--- src/rtl/cdc_stream_pkg.sv ---
// Shared definitions for the FIFO stream reader: width helpers, default
// parameter values and the credit-invariant check macro.
// Optional feature macro used by the top level: CDC_FIFO_STREAM_READER_COUNT_EN.
package cdc_stream_pkg;

   localparam int DEFAULT_DATA_WIDTH   = 8;
   localparam int DEFAULT_READ_LATENCY = 1;
   localparam int DEFAULT_BUF_DEPTH    = 4;

   // Ceiling log2; clog2(1) = 0.
   function automatic int clog2(input int value);
      int result;
      result = 0;
      for (int v = value - 1; v > 0; v = v >> 1) begin
         result++;
      end
      return result;
   endfunction

   // Pointer width for a circular buffer of the given depth (never zero).
   function automatic int ptr_width(input int depth);
      return (clog2(depth) < 1) ? 1 : clog2(depth);
   endfunction

   // Occupancy width: one extra bit so that "full" (== depth) is representable.
   function automatic int count_width(input int depth);
      return clog2(depth) + 1;
   endfunction

endpackage

// Credit invariant: words buffered plus words still in the RAM read pipeline
// never exceed the buffer size. Checked every cycle outside reset.
`ifndef SYNTHESIS
`define CDC_STREAM_CREDIT_ASSERT(clk_s, rst_s, used_s, limit_s) \
   always_ff @(posedge clk_s) begin \
      if (!(rst_s)) begin \
         assert ((used_s) <= (limit_s)) \
            else $error("credit invariant broken: occupancy + inflight = %0d", (used_s)); \
      end \
   end
`else
`define CDC_STREAM_CREDIT_ASSERT(clk_s, rst_s, used_s, limit_s)
`endif

--- src/rtl/stream_buffer.sv ---
// Circular output buffer for the FIFO stream reader. One write port (landing
// RAM data), one read port (stream head), occupancy count output.
// Head data is read combinationally so the stream sees the word the cycle
// after it is written.
module stream_buffer
   import cdc_stream_pkg::*;
#(
   parameter  int DATA_WIDTH = DEFAULT_DATA_WIDTH,
   parameter  int BUF_DEPTH  = DEFAULT_BUF_DEPTH,
   localparam int PTR_W      = ptr_width(BUF_DEPTH),
   localparam int CNT_W      = count_width(BUF_DEPTH)
)(
   input  logic                  clk,
   input  logic                  reset,
   input  logic                  i_wr_en,
   input  logic [DATA_WIDTH-1:0] i_wr_data,
   input  logic                  i_rd_en,
   output logic [DATA_WIDTH-1:0] o_rd_data,
   output logic [CNT_W-1:0]      o_count
);

   logic [DATA_WIDTH-1:0] r_mem [BUF_DEPTH];
   logic [PTR_W-1:0]      r_wr_ptr;
   logic [PTR_W-1:0]      r_rd_ptr;
   logic [CNT_W-1:0]      r_count;
   logic                  w_rd_fire;

   // A read of an empty buffer is ignored so the count cannot underflow.
   assign w_rd_fire = i_rd_en && (r_count != '0);

   // Storage: entries are cleared on reset so the head reads 0 afterwards.
   always_ff @(posedge clk or posedge reset) begin
      if (reset) begin
         for (int i = 0; i < BUF_DEPTH; i++) begin
            r_mem[i] <= '0;
         end
      end else if (i_wr_en) begin
         r_mem[r_wr_ptr] <= i_wr_data;
      end
   end

   // Pointers wrap naturally because BUF_DEPTH is a power of two.
   always_ff @(posedge clk or posedge reset) begin
      if (reset) begin
         r_wr_ptr <= '0;
         r_rd_ptr <= '0;
      end else begin
         if (i_wr_en) begin
            r_wr_ptr <= r_wr_ptr + 1'b1;
         end
         if (w_rd_fire) begin
            r_rd_ptr <= r_rd_ptr + 1'b1;
         end
      end
   end

   // Occupancy: a simultaneous write and read leaves the count unchanged.
   always_ff @(posedge clk or posedge reset) begin
      if (reset) begin
         r_count <= '0;
      end else begin
         case ({i_wr_en, w_rd_fire})
            2'b10:   r_count <= r_count + 1'b1;
            2'b01:   r_count <= r_count - 1'b1;
            default: r_count <= r_count;
         endcase
      end
   end

   assign o_rd_data = r_mem[r_rd_ptr];
   assign o_count   = r_count;

endmodule

--- src/rtl/cdc_fifo_stream_reader.sv ---
// Read-side consumer of the dual-clock FIFO. Pops words with req/empty/data,
// tracks the RAM read latency with a valid-bit pipeline, and lands the words
// in a small buffer that feeds a valid/ready stream at one word per cycle.
// Pops are credit-limited: buffered + in-flight words never exceed BUF_DEPTH,
// so nothing popped is ever dropped.
// Optional feature: define CDC_FIFO_STREAM_READER_COUNT_EN to add
// o_word_count, a wrapping 32-bit count of accepted stream transfers.
module cdc_fifo_stream_reader
   import cdc_stream_pkg::*;
#(
   parameter int DATA_WIDTH   = DEFAULT_DATA_WIDTH,
   parameter int READ_LATENCY = DEFAULT_READ_LATENCY,
   parameter int BUF_DEPTH    = DEFAULT_BUF_DEPTH
)(
   input  logic                  clk,
   input  logic                  reset,
   input  logic [DATA_WIDTH-1:0] i_fifo_data,
   input  logic                  i_fifo_empty,
   output logic                  o_fifo_req,
   output logic [DATA_WIDTH-1:0] o_out_data,
   output logic                  o_out_valid,
   input  logic                  i_out_ready
`ifdef CDC_FIFO_STREAM_READER_COUNT_EN
   ,
   output logic [31:0]           o_word_count
`endif
);

   localparam int             CNT_W        = count_width(BUF_DEPTH);
   localparam logic [CNT_W:0] CREDIT_LIMIT = (CNT_W+1)'(BUF_DEPTH);

   logic [READ_LATENCY-1:0] r_inflight_pipe;
   logic [CNT_W-1:0]        w_occupancy;
   logic [CNT_W-1:0]        w_inflight;
   logic [CNT_W:0]          w_credit_used;
   logic                    w_req;
   logic                    w_land;
   logic                    w_xfer;

   // In-flight count: number of pops whose data has not landed yet.
   always_comb begin
      w_inflight = '0;
      for (int i = 0; i < READ_LATENCY; i++) begin
         w_inflight = w_inflight + CNT_W'(r_inflight_pipe[i]);
      end
   end

   assign w_credit_used = {1'b0, w_occupancy} + {1'b0, w_inflight};

   // Pop only when a buffer slot is guaranteed for the returning word;
   // gated by reset so no pop is issued while state is being cleared.
   assign w_req  = !reset && !i_fifo_empty && (w_credit_used < CREDIT_LIMIT);
   assign w_land = r_inflight_pipe[READ_LATENCY-1];
   assign w_xfer = o_out_valid && i_out_ready;

   // Read-latency pipeline: bit 0 records this cycle's pop, the last bit
   // marks the cycle in which i_fifo_data carries that popped word.
   always_ff @(posedge clk or posedge reset) begin
      if (reset) begin
         r_inflight_pipe <= '0;
      end else begin
         r_inflight_pipe <= (r_inflight_pipe << 1) | READ_LATENCY'(w_req);
      end
   end

   stream_buffer #(
      .DATA_WIDTH (DATA_WIDTH),
      .BUF_DEPTH  (BUF_DEPTH)
   ) u_buffer (
      .clk       (clk),
      .reset     (reset),
      .i_wr_en   (w_land),
      .i_wr_data (i_fifo_data),
      .i_rd_en   (w_xfer),
      .o_rd_data (o_out_data),
      .o_count   (w_occupancy)
   );

   assign o_fifo_req  = w_req;
   assign o_out_valid = (w_occupancy != '0);

   // Check that the credit scheme keeps the buffer from overflowing.
   `CDC_STREAM_CREDIT_ASSERT(clk, reset, w_credit_used, CREDIT_LIMIT)

`ifdef CDC_FIFO_STREAM_READER_COUNT_EN
   logic [31:0] r_word_count;

   // Transfer counter, wraps at 2^32 and updates the cycle after a transfer.
   always_ff @(posedge clk or posedge reset) begin
      if (reset) begin
         r_word_count <= '0;
      end else if (w_xfer) begin
         r_word_count <= r_word_count + 32'd1;
      end
   end

   assign o_word_count = r_word_count;
`endif

endmodule
--- config.mk ---
export PLATFORM = sky130hd
export DESIGN_NAME = cdc_fifo_stream_reader
export DESIGN_NICKNAME = d
export VERILOG_FILES = /design/src/rtl/cdc_stream_pkg.sv /design/src/rtl/stream_buffer.sv /design/src/rtl/cdc_fifo_stream_reader.sv
export SDC_FILE = /design/constraint.sdc
export NUM_CORES = 1
export LEC_CHECK = 0
export CELL_PAD_IN_SITES_DETAIL_PLACEMENT = 2
export CELL_PAD_IN_SITES_GLOBAL_PLACEMENT = 2
export CORE_MARGIN = 5
export CORE_UTILIZATION = 39
export DETAILED_ROUTE_END_ITERATION = 16
export PLACE_DENSITY_LB_ADDON = 0.1
export REMOVE_ABC_BUFFERS = 1
export SYNTH_ARGS = -nofsm -noshare
export SYNTH_HDL_FRONTEND = slang
export SYNTH_SLANG_ARGS = --single-unit
--- constraint.sdc ---
create_clock -name clk -period 2 [get_ports clk]
set_input_delay 0.3 -clock clk [delete_from_list [all_inputs] [get_ports clk]]
set_output_delay 0.3 -clock clk [all_outputs]
set_load 0.05 [all_outputs]
==> metrics.txt <==
clk slew on worst S/H paths=0.07 ns; final WL=3680 um; Yosys top cell area share=0.555; Cell Area, Synth=1800 um2; Port Buf Inserts=21; Worst-Margin Slew=0.520 ns; gr ovfl total=0; Clock Latency Late Sink=0.30 ns; Leak Pwr=0.942 nW; Slew Limit Fails=0; Ports=22; Synth Area in XOR/XNOR=0.0291; Die Y=78.0 um; Finished Layout Cells=198; top-count cell post-synth=dfrtp_1; Synth Area in Simple Gates=0.0298; clk_skew=0.00750 ns; number of synthesized flops with an enable pin=0; CP Class=register to output port; DRC=0; Post-CTS Resized=0; die area=6090 um2; largest net degree at the start of global routing=41; outcome=complete, no violations; n_diodes=0; share of layout cells above drive strength 1=0.452; Max Buffers Root-to-Sink=2; reg-to-reg startpoint=r_inflight_pipe; top_reg_cell synth=dfrtp_1; HP Class=primary input to asynchronous set/reset pin; fin area=2170 um2; final hold slack=0.491 ns; RSZ-0062 raised after global routing=false; routed vias/inst=5.15; Clock Root Buffer=clkbuf_8; DR vias=1,020; Slew headroom=0.653; Cell variety after synth=20; Synth-to-Final Area Change=20.5%; most frequent cells after synthesis=dfrtp_1 (40), mux2_2 (32), mux4_2 (8); Post-Synth Adder-Cell Area=0.0458; max-cap viol count=0; Tot GR Track Use=0.135; FFs w/ async S/R, synth=1.00; power density over the cells=1880 nW/um2; post-synthesis compound-gate area fraction=0.00763; Startpoint Class=register; largest area contributor in the netlist=dfrtp_1; core area=4410 um2; Placement Cell Area=2080 um2; Final Hold Viols=0; Max Freq=541 MHz; number of global-route vias before repair=1,239; initial drt markers=14; Critical Path AT=1.55 ns; hold_buf cts=0; fin crit period=1.85 ns; CTS tree=yes; Nets=163; synth top area cells=dfrtp_1 (55%), mux2_2 (20%), mux4_2 (10%); H-tree depth=2; Yosys Warn Count=0; sequential area share after synthesis=0.555; proportion of synthesized area in mux cells=0.305; Syn Inst Count=115; antenna violations before repair=0; setup TNS=0 ns; CP required=1.70 ns; DIE WIDTH=78.0 um; Crit Path Max Fanout=8; CP Launch Point=r_inflight_pipe; placed wire-length estimate=2610 um; VDD IR-drop max=0.000820 V; router iterations before antenna repair=3; syn_area_per_cell=15.7 um2; # rows=24; Core Util, Final=0.493; RD Place Congestion=0.692; antenna-violating nets left=0; CTS Buf Count=5; Synth Register Bits=40; Post-Place Cells=190; Setup crit end kind=output port; clk sinks=40; main combinational cell family by area after synthesis=multiplexers; final worst path period share=0.924; number of setup buffers added after CTS=0; mean routed wirelength per cell=18.6 um; final setup violation count=0; first-pass GRT wire length=6180 um; Initial Util=0.409
registers in the layout (all words and copies together) (netlist names):
signal / cells
r_inflight_pipe: 1
u_buffer.o_count: 3
u_buffer.r_mem: 32
u_buffer.r_rd_ptr: 2
u_buffer.r_wr_ptr: 2
final timing paths:
check / to / slack [ns] / cells after the start
setup / recovery: o_fifo_req / 0.15 / 5
hold / removal: u_buffer.r_wr_ptr[1] / 0.49 / 3
setup reg to reg: u_buffer.o_count[2] / 0.24 / 7
hold reg to reg: u_buffer.r_mem[3] / 0.51 / 1
max in group asynchronous: u_buffer.r_mem[18] / 1.14 / 3
min in group clk: u_buffer.r_mem[3] / 0.51 / 1
area by class of cell:
cell class	instances	area, um2
Fill cell	436	2240
Sequential cell	40	1000
Multi-Input combinational cell	65	753
Timing Repair Buffer	26	235
Clock buffer	7	86.3
Tap cell	52	65.1
Inverter	7	26.3
Clock inverter	1	7.51
cells by family after synthesis:
logic type	count (synthesis)
AO/OA/AOI/OAI	2
XOR/XNOR	6
adder cells (fa/ha/maj)	6
buffers and inverters	10
flip-flops	40
multiplexers	41
AND/OR/NAND/NOR	10
cells in the final DEF (no fill, tap or decap), drive strengths merged:
| cell type | instances |
|---|---|
| nand2 | 6 |
| xnor2 | 2 |
| mux2 | 32 |
| nor2 | 1 |
| ha | 5 |
| o21ai | 1 |
| fa | 1 |
| xor2 | 4 |
| dfrtp | 40 |
| or3 | 1 |
| inv | 7 |
| o31a | 1 |
| clkinvlp | 1 |
| buf | 15 |
| mux2i | 1 |
| nor3 | 1 |
| clkdlybuf4s50 | 11 |
| mux4 | 8 |
| nor4 | 1 |
| clkbuf | 7 |
metal layers:
layer  GRT usage  share of wire  vias up
li1            -              -      463
met1       0.157           0.41      536
met2       0.227           0.53       17
met3      0.0458          0.050        4
met4      0.0608         0.0082        0
met5           0              0        -
through the flow:
step / setup WS, ns / power, mW
6_report: 0.152 / 4.08
5_1_grt: 0.0393 / 4.34
4_1_cts: 0.109 / 4.15
3_5_place_dp: -0.0408 / 3.57
3_3_place_gp: 0.0304 / 3.46
2_1_floorplan: -0.413 / 2.97
power breakdown:
part	total [mW]	switching [mW]	internal (mW)
registers	1.50	0.280	1.22
clock network	0.562	0.282	0.280
logic	2.02	1.09	0.927
total	4.08	1.65	2.43
critical path: stages, from the launching register on:
cell	delay [ns]
dfrtp_1	0.53
inv_1	0.13
nor3_1	0.25
nor4_1	0.07
buf_4	0.14
buf_12	0.14
Note: power is estimated with default switching activity, not from simulation.
